$ cat config.mk
export PLATFORM = sky130hd
export DESIGN_NAME = serial_subtractor
export DESIGN_NICKNAME = d
export VERILOG_FILES = /design/src/rtl/serial_subtractor.sv
export SDC_FILE = /design/constraint.sdc
export NUM_CORES = 1
export LEC_CHECK = 0
export BUFFER_PORTS_ARGS = -buffer_cell sky130_fd_sc_hd__buf_2
export CORE_UTILIZATION = 48
export CTS_CLUSTER_SIZE = 16
export DETAILED_ROUTE_END_ITERATION = 12
export GPL_ROUTABILITY_DRIVEN = 0
export GPL_TIMING_DRIVEN = 0
export PLACE_DENSITY_LB_ADDON = 0.15
export SLEW_MARGIN = 0
export SYNTH_ARGS = -nofsm -noshare
export SYNTH_HDL_FRONTEND = slang
export SYNTH_SLANG_ARGS = --single-unit
$ cat constraint.sdc
create_clock -name clk -period 1.2 [get_ports clk]
set_input_delay 0.12 -clock clk [delete_from_list [all_inputs] [get_ports clk]]
set_output_delay 0.12 -clock clk [all_outputs]
set_load 0.02 [all_outputs]
$ cat src/rtl/serial_subtractor.sv
// rtl/serial_subtractor.sv - bit-serial unsigned A - B using one full-subtractor cell, LSB first.
// Define SERIAL_SUBTRACTOR_OVF_EN to add the signed-overflow output ovf.
module serial_subtractor #(
   parameter  int WIDTH = 4,
   localparam int CNT_W = $clog2(WIDTH)
) (
   input  logic             clk,
   input  logic             rst,
   input  logic             start,
   input  logic [WIDTH-1:0] A,
   input  logic [WIDTH-1:0] B,
   output logic             busy,
   output logic             done,
   output logic [WIDTH-1:0] diff,
   output logic             borrow
`ifdef SERIAL_SUBTRACTOR_OVF_EN
   ,
   output logic             ovf
`endif
);

   typedef enum logic [1:0] {
      S_IDLE  = 2'd0,
      S_SHIFT = 2'd1,
      S_DONE  = 2'd2
   } state_t;

   state_t           r_state;
   logic [WIDTH-1:0] r_a;
   logic [WIDTH-1:0] r_b;
   logic [WIDTH-1:0] r_res;
   logic [CNT_W-1:0] r_cnt;
   logic             r_bin;

   logic w_a;
   logic w_b;
   logic w_d;
   logic w_bout;
   logic w_last;

   // Full-subtractor cell operating on the current LSBs of the operand shifters
   assign w_a    = r_a[0];
   assign w_b    = r_b[0];
   assign w_d    = w_a ^ w_b ^ r_bin;
   assign w_bout = (~w_a & w_b) | (~(w_a ^ w_b) & r_bin);
   assign w_last = (r_cnt == CNT_W'(WIDTH - 1));

   always_ff @(posedge clk or posedge rst) begin
      if (rst) begin
         r_state <= S_IDLE;
         r_a     <= '0;
         r_b     <= '0;
         r_res   <= '0;
         r_cnt   <= '0;
         r_bin   <= 1'b0;
         busy    <= 1'b0;
         done    <= 1'b0;
         diff    <= '0;
         borrow  <= 1'b0;
`ifdef SERIAL_SUBTRACTOR_OVF_EN
         ovf     <= 1'b0;
`endif
      end else begin
         done <= 1'b0;
         case (r_state)
            // DONE accepts start exactly like IDLE so back-to-back runs lose no cycle
            S_IDLE, S_DONE: begin
               busy <= 1'b0;
               if (start) begin
                  r_a     <= A;
                  r_b     <= B;
                  r_res   <= '0;
                  r_cnt   <= '0;
                  r_bin   <= 1'b0;
                  busy    <= 1'b1;
                  r_state <= S_SHIFT;
               end else begin
                  r_state <= S_IDLE;
               end
            end
            S_SHIFT: begin
               r_res <= {w_d, r_res[WIDTH-1:1]};
               r_a   <= r_a >> 1;
               r_b   <= r_b >> 1;
               r_bin <= w_bout;
               r_cnt <= r_cnt + 1'b1;
               if (w_last) begin
                  r_state <= S_DONE;
                  busy    <= 1'b0;
                  done    <= 1'b1;
                  diff    <= {w_d, r_res[WIDTH-1:1]};
                  borrow  <= w_bout;
`ifdef SERIAL_SUBTRACTOR_OVF_EN
                  ovf     <= (w_a != w_b) && (w_d != w_a);
`endif
               end
            end
            default: begin
               r_state <= S_IDLE;
               busy    <= 1'b0;
            end
         endcase
      end
   end

endmodule

# Word level (Yosys, flattened, before mapping)
# Index checks and enable logic that the tools add are counted.
# op_classes
n_mux,18
eq_ne,5
bitwise_logic,7
reduce_logical,5
add_sub_neg,1
# op_table
op,count
case mux 4 bit (2 select lines),3
2-to-1 mux 4 bit,3
case mux 2 bit (2 select lines),2
2-to-1 mux 1 bit,6
"equality test 2 bit, second input constant",2
2-to-1 mux 2 bit,2
"!= test 2 bit, second input constant",2
case mux 1 bit (2 select lines),2
AND reduction 2 bit,2
"adder 2 x 1 -> 2 bit, second input constant",1
AND 1 bit,2
"equality test 2 x 1 -> 1 bit, second input constant",1
logical NOT 2 bit,1
inverter 1 bit,2
nonzero test 2 bit,1
OR reduction 2 bit,1
bitwise XOR 1 bit,2
OR 1 bit,1
# word_totals
elab_cells,46
ff_bits,24
in_bits,11
out_inout_bits,7

# Depth between registers and ports, before layout
# Gate-level depths: netlist of run 1.
# logic_depth
ltp_word,5
mapped_depth,5
depth_no_buf,4

# Worst setup path after synthesis of run 1
# No wires, ideal clock.
# synth_path
path_type,register -> register
startpoint,register r_a[0]
endpoint,register diff[3]
arrival_ps,1127
setup_time_ps,125
slack_ps,-52
path_stages_with_launch,3
path_buffers,0
required_ps,1075
period_less_slack_ps,1252
cell_sequence,dfrtp_1 -> fa_1 -> mux2_4
# synth_via
elab_chain_len,2
# synth_rtl
element,line_no,text
from (decl),29,logic [WIDTH-1:0] r_a;
from (signal assigned),83,r_a <= r_a >> 1;
bitwise XOR 1 bit (2 in series),44,assign w_d = w_a ^ w_b ^ r_bin;
named net w_d,37,logic w_d;
to (signal assigned),91,"diff <= {w_d, r_res[WIDTH-1:1]};"
to (decl),14,"output logic [WIDTH-1:0] diff,"
# The timed path passes the listed nets, and every way through them passes these cells.
# A chain may end at the register's enable or synchronous reset.

# Worst setup path after layout of run 1
# layout_path
startpoint,register r_bin
endpoint,register diff[3]
# layout_via
elab_chain_len,1
# layout_rtl
element,line_no,text
from (decl),33,logic r_bin;
from (signal assigned),85,r_bin <= w_bout;
bitwise XOR 1 bit,44,
named net w_d,37,
# The timed path passes the listed nets, and every way through them passes these cells.

==> flow_metrics.env, run 1 <==
export IMPL_synth_async_reset_ratio_pct=100
export IMPL_clock_latency_ps=330
export IMPL_fmax_ghz=0.781
export IMPL_register_area_um2=576
export IMPL_slew_limit_headroom_pct=66.6
export IMPL_wl_um=1970
export IMPL_synth_seq_cells=23
export IMPL_h_tree_depth=1
export IMPL_area_delta_synth_final_pct=23.8
export IMPL_cp_cell_sequence="inv_2, fa_2, mux2_4"
export IMPL_synth_largest_area_cell="dfrtp_1"
export IMPL_cts_inserted_buffers=3
export IMPL_vias=767
export IMPL_antenna_cells=0
export IMPL_power_density_nw_per_um2=2620
export IMPL_clock_sinks=23
export IMPL_critical_path_class="flop to flop"
export IMPL_layout_setup_ws_ps=-81.2
export IMPL_grt_start_max_net_pins=24
export IMPL_synth_distinct_cells=29
export IMPL_synthDominantCellAreaShare_pct=53.4
export IMPL_skew_ps=18.9
export IMPL_rsz0062_at_grt="yes"
export IMPL_drive_gt1_share_pct=42.5
export IMPL_initial_core_util_pct=52.8
export IMPL_post_dp_cell_area_um2=1190
export IMPL_cp_required_ps=1440
export IMPL_cap_violations=0
export IMPL_avgSynthCellArea_um2=12.1
export IMPL_yosys_warnings=0
export IMPL_cts_tree="built"
export IMPL_std_cell_rows=16
export IMPL_status="finished with violations"
export IMPL_fin_cells=147
export IMPL_path_clk_slew_ps=140
export IMPL_crit_path_top_delay_cell="fa_2"
export IMPL_dp_hpwl_um=1270
export IMPL_grt_use_total_pct=18.1
export IMPL_num_fill_cells=179
export IMPL_overflow=0
export IMPL_drc=0
export IMPL_synth_edf_count=0
export IMPL_cts_max_path_buffers=2
export IMPL_postRouteAntennaNets=0
export IMPL_ys_flop_type="dfrtp_1"
export IMPL_worstPathArrival_ps=1520
export IMPL_worstMarginPinSlew_ps=500
export IMPL_antenna_found_initial=0
export IMPL_drt_first_pass_iters=4
export IMPL_coreArea_um2=2040
export IMPL_grt_pass1_wl_um=3330
export IMPL_layout_min_cycle_time_ps=1280
export IMPL_syn_area_um2=1080
export IMPL_die_width_um=49.4
export IMPL_syn_inst=89
export IMPL_dieArea_um2=2440
export IMPL_peakVddDrop_mv=1.33
export IMPL_io_buffers=16
export IMPL_slew_viol_final=0
export IMPL_root_buffer="clkbuf_4"
export IMPL_die_y_um=49.4
export IMPL_design_area_um2=1330
export IMPL_setup_violations=3
export IMPL_syn_num_nets=102
export IMPL_wire_per_inst_um=13.4
export IMPL_setup_worst_path_start_class="flop"
export IMPL_cp_max_fo=2
export IMPL_post_place_ws_ps=-88.1
export IMPL_critPathCaptureType="flop"
export IMPL_finalNetCount=134
export IMPL_io_pins=18
export IMPL_seq_area_frac_synth_pct=53.4
export IMPL_drtIter0Drc=21
export IMPL_finish_utilization_pct=65.3
export IMPL_violations="setup timing"
export IMPL_cp_slowest_stage_delay_ps=430
export IMPL_hold_path_class="input port to flop"
export IMPL_placed_cells=132
export IMPL_ys_top_cells_by_area="dfrtp_1 (53%), mux2_4 (7.0%), a22o_1 (4.1%), mux2i_1 (3.7%), buf_6 (3.1%)"
export IMPL_grt_pass1_vias=726
export IMPL_post_route_period_util_pct=107
export IMPL_multi_input_area_um2=462
export IMPL_vias_per_cell=5.22
export IMPL_hold_viol=0
export IMPL_leakage_uw=0.000679
cells in the mapped netlist (2+ instances only):
library cell	count
buf_6	3
nor3_1	3
nand2b_1	3
mux2_4	5
nand2_1	4
buf_2	2
a22o_1	5
nor2_1	4
o22ai_1	3
inv_1	6
o21ai_0	6
mux2i_1	4
nand3_1	3
dfrtp_1	23
registers in the layout, summed over array words and instances (netlist names):
signal / flops
r_state: 2
r_res: 3
busy: 1
diff: 4
r_bin: 1
borrow: 1
r_b: 4
r_a: 4
done: 1
r_cnt: 2
cell families (layout without fill, tap and decap cells):
group / count (synthesis) / after routing / synth area share (%)
DFF: 23 / 23 / 53.4
and+or+nand+nor: 23 / 23 / 13.0
AOI/OAI and AO/OA: 19 / 19 / 11.8
buffers and inverters: 11 / 42 / 6.16
muxes: 10 / 10 / 11.7
adders and majority gates: 2 / 2 / 3.02
xor gates and xnor gates: 1 / 1 / 0.813
critical path: cells and delay by family (launching register included):
family | cells | cell delay [ps]
DFF | 1 | 410
muxes | 1 | 270
buffers and inverters | 1 | 70
adders and majority gates | 1 | 430
path summary, 6_finish.rpt:
| path | from | end | slack, ps | cells past startpoint |
|---|---|---|---|---|
| worst max-delay path | r_bin | diff[3] | -80 | 3 |
| worst min-delay path | B[2] | r_b[2] | 20 | 3 |
| worst max register to register | r_bin | diff[3] | -80 | 3 |
| worst min register to register | borrow | borrow | 500 | 2 |
| max in group asynchronous | rst | r_state[0] | 540 | 3 |
| min in group asynchronous | rst | r_res[2] | 350 | 3 |
timing repair:
action / CTS / global route
pin swaps: 2 / 3
hold buffers: 1 / 0
setup buffers: 4 / 6
resized for setup: 4 / 4
endpoints found under the setup margin: 6 / 34
hold endpoints to repair: 15 / 0
cells in the final DEF (no fill, tap or decap), types with 2 or more instances in the layout:
master | netlist | routed
nand3_1 | 3 | 3
buf_4 | 0 | 10
mux2_4 | 5 | 6
nor2_1 | 4 | 4
nor3_1 | 3 | 3
mux2i_1 | 4 | 4
buf_2 | 2 | 18
o21ai_0 | 6 | 6
clkbuf_4 | 0 | 3
nand2_1 | 4 | 4
inv_2 | 0 | 2
a22o_1 | 5 | 5
inv_1 | 6 | 3
dfrtp_1 | 23 | 23
nand2b_1 | 3 | 2
o22ai_1 | 3 | 3
buf_6 | 3 | 3
power breakdown:
| group | internal (uW) | switching [uW] |
|---|---|---|
| Clock | 125 | 249 |
| Combinational | 959 | 836 |
| Sequential | 1110 | 218 |
layer usage:
metal,vias up,GRT usage [%],share of wire [%]
met5,-,0,0
met4,0,8.57,2.3
met3,5,2.80,2.7
met2,16,28.5,46
met1,375,24.4,49
li1,371,-,-
stage by stage:
step | total power, uW | setup TNS, ps | hold slack [ps]
after detailed placement | 2900 | -376 | 348
after CTS | 3400 | -176 | 19.2
after floorplan | 2550 | -51.9 | 122
after global placement | 2860 | -356 | 339
final | 3500 | -124 | 23.5
after global routing | 3750 | -282 | 42.6
cell type report:
type                       instances  area share, %
clock inverter                     1          0.375
sequential                        23           43.2
multi-input combinational         55           34.6
buffer                             5           3.28
clock buffer                       3           1.69
tap                               27           2.53
inverter                           6           1.97
timing repair buffer              27           12.4
(Power assumes the default switching activity.)
==> run 2: changes to the inputs <==
--- a/config.mk
+++ b/config.mk
@@ -6,7 +6,7 @@
 export NUM_CORES = 1
 export LEC_CHECK = 0
 export BUFFER_PORTS_ARGS = -buffer_cell sky130_fd_sc_hd__buf_2
-export CORE_UTILIZATION = 48
+export CORE_UTILIZATION = 35
 export CTS_CLUSTER_SIZE = 16
 export DETAILED_ROUTE_END_ITERATION = 12
 export GPL_ROUTABILITY_DRIVEN = 0
==> constraint.sdc (replaced) <==
create_clock -name clk -period 1.2 [get_ports clk]
set_input_delay 0.18 -clock clk [delete_from_list [all_inputs] [get_ports clk]]
set_output_delay 0.18 -clock clk [all_outputs]
set_load 0.02 [all_outputs]
==> flow_metrics.env, run 2 (same netlist as run 1, synthesis figures left out) <==
export IMPL_status="finished with violations"
export IMPL_violations="DRC, setup timing"
export IMPL_cp_required_ps=1410
export IMPL_dp_hpwl_um=1340
export IMPL_grt_pass1_vias=735
export IMPL_io_buffers=16
export IMPL_wl_um=2020
export IMPL_peakVddDrop_mv=1.04
export IMPL_critical_path_class="flop to flop"
export IMPL_clock_latency_ps=310
export IMPL_skew_ps=4.04
export IMPL_leakage_uw=0.000682
export IMPL_path_clk_slew_ps=130
export IMPL_vias=754
export IMPL_grt_use_total_pct=14.2
export IMPL_slew_viol_final=0
export IMPL_hold_path_class="input port to async pin"
export IMPL_cp_slowest_stage_delay_ps=480
export IMPL_hold_viol=0
export IMPL_post_route_period_util_pct=108
export IMPL_fmax_ghz=0.770
export IMPL_die_width_um=57.5
export IMPL_overflow=0
export IMPL_worst_path_buf_inv=1
export IMPL_grt_start_max_net_pins=24
export IMPL_power_uw=3520
export IMPL_crit_path_top_delay_cell="fa_1"
export IMPL_final_common_cell="dfrtp_1"
export IMPL_cts_tree="built"
export IMPL_multi_input_area_um2=465
export IMPL_slew_limit_headroom_pct=41.5
export IMPL_power_density_nw_per_um2=2640
export IMPL_rsz0062_at_grt="yes"
export IMPL_antenna_cells=0
export IMPL_register_area_um2=576
export IMPL_cts_max_path_buffers=2
export IMPL_setup_violations=2
export IMPL_cts_inserted_buffers=3
export IMPL_coreArea_um2=2830
export IMPL_finalSetupTns_ps=-129
export IMPL_cp_max_fo=2
export IMPL_clock_sinks=23
export IMPL_grt_pass1_wl_um=3520
export IMPL_setup_worst_path_start_class="flop"
export IMPL_io_pins=18
export IMPL_critical_path_top_delay_family="adder cells"
export IMPL_num_fill_cells=275
export IMPL_most_common_layout_cells="dfrtp_1 (23), buf_2 (18), buf_4 (11), mux2_4 (6), o21ai_0 (6)"
export IMPL_root_buffer="clkbuf_4"
export IMPL_area_delta_synth_final_pct=23.9
export IMPL_std_cell_rows=19
export IMPL_cap_violations=0
export IMPL_layout_setup_ws_ps=-98.8
export IMPL_h_tree_depth=1
export IMPL_drt_first_pass_iters=10
export IMPL_drc=2
export IMPL_layout_min_cycle_time_ps=1300
export IMPL_postRouteAntennaNets=0
export IMPL_die_y_um=57.5
export IMPL_wire_per_inst_um=13.4
export IMPL_initial_core_util_pct=38.1
export IMPL_holdWs_ps=30.0
export IMPL_antenna_found_initial=0
export IMPL_top_regs="diff: 4 flops, r_a: 4 flops, r_b: 4 flops"
export IMPL_drtIter0Drc=11
export IMPL_critPathCaptureType="flop"
export IMPL_dieArea_um2=3300
export IMPL_cp_cell_sequence="inv_2, fa_1, mux2_4"
export IMPL_worstPathArrival_ps=1510
export IMPL_drive_gt1_share_pct=41.7
export IMPL_worstMarginPinSlew_ps=876
export IMPL_vias_per_cell=4.99
export IMPL_finalNetCount=134
[run 2: changes by cell type in the layout (fill, tap and decap cells not counted), sizes merged]
| cell | change |
|---|---|
| buf | +1 |
| clkbuf | +1 |
| clkinv | -1 |
| clkinvlp | -1 |
| dlygate4sd3 | -1 |
| inv | +1 |
[run 2: report_power, final]
part           internal (uW)  switching (uW)  leakage (uW)
clock                    130             237     0.0000150
sequential              1110             219      0.000290
combinational            990             831      0.000377
total                   2230            1290      0.000682
[run 2: metrics by stage]
step                setup WS [ps]  utilization (%)  cell area (um^2)  instances
floorplan                   -51.9                -              1080         89
finish                      -98.8             47.2              1340        151
detailed placement          -90.2             42.4              1200        136
CTS                         -85.1             45.6              1290        147
global placement            -95.5             42.4              1200        136
global route                 -114             47.2              1340        151
[run 2: repair_timing]
action | 4_1_cts | 5_1_grt
pin swaps | 1 | 2
setup buffers | 7 | 4
endpoints found under the setup margin | 6 | 10
resized for setup | 4 | 4
hold buffers | 0 | 0
[run 2: path summary, 6_finish.rpt]
path	to	depth (start not counted)	slack, ps	startpoint
worst max-delay path	diff[3]	3	-100	r_b[0]
worst min-delay path	r_res[2]	2	30	rst
max in group asynchronous	r_res[1]	2	630	rst
min in group clk	r_b[2]	3	80	B[2]
worst max register to register	diff[3]	3	-100	r_b[0]
worst min register to register	borrow	2	500	borrow
[run 2: final cells by class]
type | instances | area share, %
inverter | 6 | 1.69
sequential | 23 | 43.1
clock buffer | 4 | 1.97
tap | 31 | 2.91
multi-input combinational | 55 | 34.9
timing repair buffer | 27 | 12.2
buffer | 5 | 3.28
[run 2: per-layer routing]
layer	vias up	GRT usage (%)	routed length, um
li1	370	-	-
met1	368	20.0	1010
met2	14	21.6	935
met3	2	2.04	58
met4	0	6.27	16
met5	-	0	0
==> run 3: changes to the inputs <==
--- a/config.mk
+++ b/config.mk
@@ -6,12 +6,13 @@
 export NUM_CORES = 1
 export LEC_CHECK = 0
 export BUFFER_PORTS_ARGS = -buffer_cell sky130_fd_sc_hd__buf_2
-export CORE_UTILIZATION = 35
+export CORE_UTILIZATION = 47
 export CTS_CLUSTER_SIZE = 16
 export DETAILED_ROUTE_END_ITERATION = 12
 export GPL_ROUTABILITY_DRIVEN = 0
 export GPL_TIMING_DRIVEN = 0
 export PLACE_DENSITY_LB_ADDON = 0.15
+export RECOVER_POWER = 25
 export SLEW_MARGIN = 0
 export SYNTH_ARGS = -nofsm -noshare
 export SYNTH_HDL_FRONTEND = slang
==> flow_metrics.env, run 3 (same netlist as run 1, synthesis figures left out) <==
export IMPL_layout_min_cycle_time_ps=1270
export IMPL_clock_latency_ps=300
export IMPL_register_area_um2=576
export IMPL_layout_setup_ws_ps=-68.6
export IMPL_grt_use_total_pct=18.7
export IMPL_cts_inserted_buffers=3
export IMPL_grt_pass1_wl_um=3480
export IMPL_setup_worst_path_start_class="flop"
export IMPL_worstMarginPinSlew_ps=851
export IMPL_antenna_found_initial=0
export IMPL_overflow=0
export IMPL_cts_max_path_buffers=2
export IMPL_drt_first_pass_iters=5
export IMPL_postRouteAntennaNets=0
export IMPL_cp_required_ps=1410
export IMPL_cts_tree="built"
export IMPL_peakVddDrop_mv=1.41
export IMPL_grt_pass1_vias=758
export IMPL_drc=0
export IMPL_most_common_layout_cells="dfrtp_1 (23), buf_2 (18), buf_4 (9), mux2_4 (6), o21ai_0 (6)"
export IMPL_h_tree_depth=1
export IMPL_dp_hpwl_um=1320
export IMPL_skew_ps=9.93
export IMPL_hold_viol=0
export IMPL_slew_limit_headroom_pct=43.2
export IMPL_die_width_um=49.9
export IMPL_grt_start_max_net_pins=24
export IMPL_io_buffers=16
export IMPL_crit_path_top_delay_cell="fa_2"
export IMPL_slew_viol_final=0
export IMPL_post_dp_cell_area_um2=1190
export IMPL_holdWs_ps=25.7
export IMPL_initial_core_util_pct=52.2
export IMPL_critPathCaptureType="flop"
export IMPL_power_density_nw_per_um2=2630
export IMPL_leakage_uw=0.000676
export IMPL_worst_path_buf_inv=1
export IMPL_hold_path_class="input port to async pin"
export IMPL_cp_max_fo=2
export IMPL_final_common_cell="dfrtp_1"
export IMPL_area_delta_synth_final_pct=21.6
export IMPL_worstPathArrival_ps=1470
export IMPL_top_regs="diff: 4 flops, r_a: 4 flops, r_b: 4 flops"
export IMPL_wl_um=1920
export IMPL_fmax_ghz=0.788
export IMPL_drtIter0Drc=3
export IMPL_post_route_period_util_pct=106
export IMPL_finish_utilization_pct=63.5
export IMPL_vias=745
export IMPL_num_fill_cells=174
export IMPL_design_area_um2=1310
export IMPL_setup_violations=2
export IMPL_critPathLaunch="r_bin"
export IMPL_placed_cells=132
export IMPL_antenna_cells=0
export IMPL_rsz0062_at_grt="yes"
export IMPL_dieArea_um2=2490
export IMPL_cap_violations=0
export IMPL_cp_cell_sequence="inv_2, fa_2, mux2_4"
export IMPL_coreArea_um2=2060
export IMPL_post_place_ws_ps=-105
export IMPL_path_clk_slew_ps=130
export IMPL_root_buffer="clkbuf_4"
export IMPL_io_pins=18
export IMPL_hold_buffers=0
export IMPL_std_cell_rows=16
export IMPL_rr_startpoint="r_bin"
export IMPL_fin_cells=145
export IMPL_critical_path_top_delay_family="adder cells"
export IMPL_wire_per_inst_um=13.2
export IMPL_finalNetCount=132
export IMPL_die_y_um=49.9
export IMPL_multi_input_area_um2=459
export IMPL_drive_gt1_share_pct=40.7
export IMPL_clock_sinks=23
export IMPL_cp_slowest_stage_delay_ps=430
export IMPL_violations="setup timing"
export IMPL_critical_path_class="flop to flop"
export IMPL_status="finished with violations"
export IMPL_vias_per_cell=5.14
[run 3: worst register-to-register path, stage by stage, from the launching register on]
cell	delay, ps
dfrtp_1	410
inv_2	80
fa_2	430
mux2_4	270
[run 3: through the flow]
step | setup TNS [ps] | total power (uW)
2_1_floorplan | -51.9 | 2550
3_3_place_gp | -300 | 2850
3_5_place_dp | -350 | 2910
4_1_cts | -150 | 3430
5_1_grt | -247 | 3720
6_report | -87.0 | 3440
[run 3: layout make-up]
type	instances	area share, %
flip-flops and latches	23	43.9
plain buffers	5	3.34
multi-input cells	55	35.1
inverters	6	1.72
clock buffers	3	1.72
well taps	27	2.58
clock inverters	1	0.382
repair buffers	25	11.3
[run 3: path summary, 6_finish.rpt]
check,to,slack [ps],cells after the start
max in group asynchronous,r_cnt[1],650,2
min reg2reg,r_a[2],500,1
min,diff[2],30,2
max,diff[3],-70,3
min in group clk,r_b[2],90,3
max reg2reg,diff[3],-70,3
[run 3: repair_timing]
action                                 CTS  global route
setup endpoints to repair                7             8
endpoints found under the hold margin    0             0
pin swaps                                2             3
resized for setup                        3             3
setup buffers                            7             2
[run 3: power by group]
part	internal [uW]	switching, uW	total (uW)
Clock	124	224	348
Sequential	1110	214	1330
Combinational	932	833	1760
[run 3: per-layer routing]
metal	routed length, um	vias to the layer above	track usage, %	part of all wire (%)
li1	-	369	-	-
met5	0	-	0	0
met3	69	2	4.01	3.6
met2	899	17	30.6	47
met4	11	0	5.71	0.57
met1	934	357	24.6	49
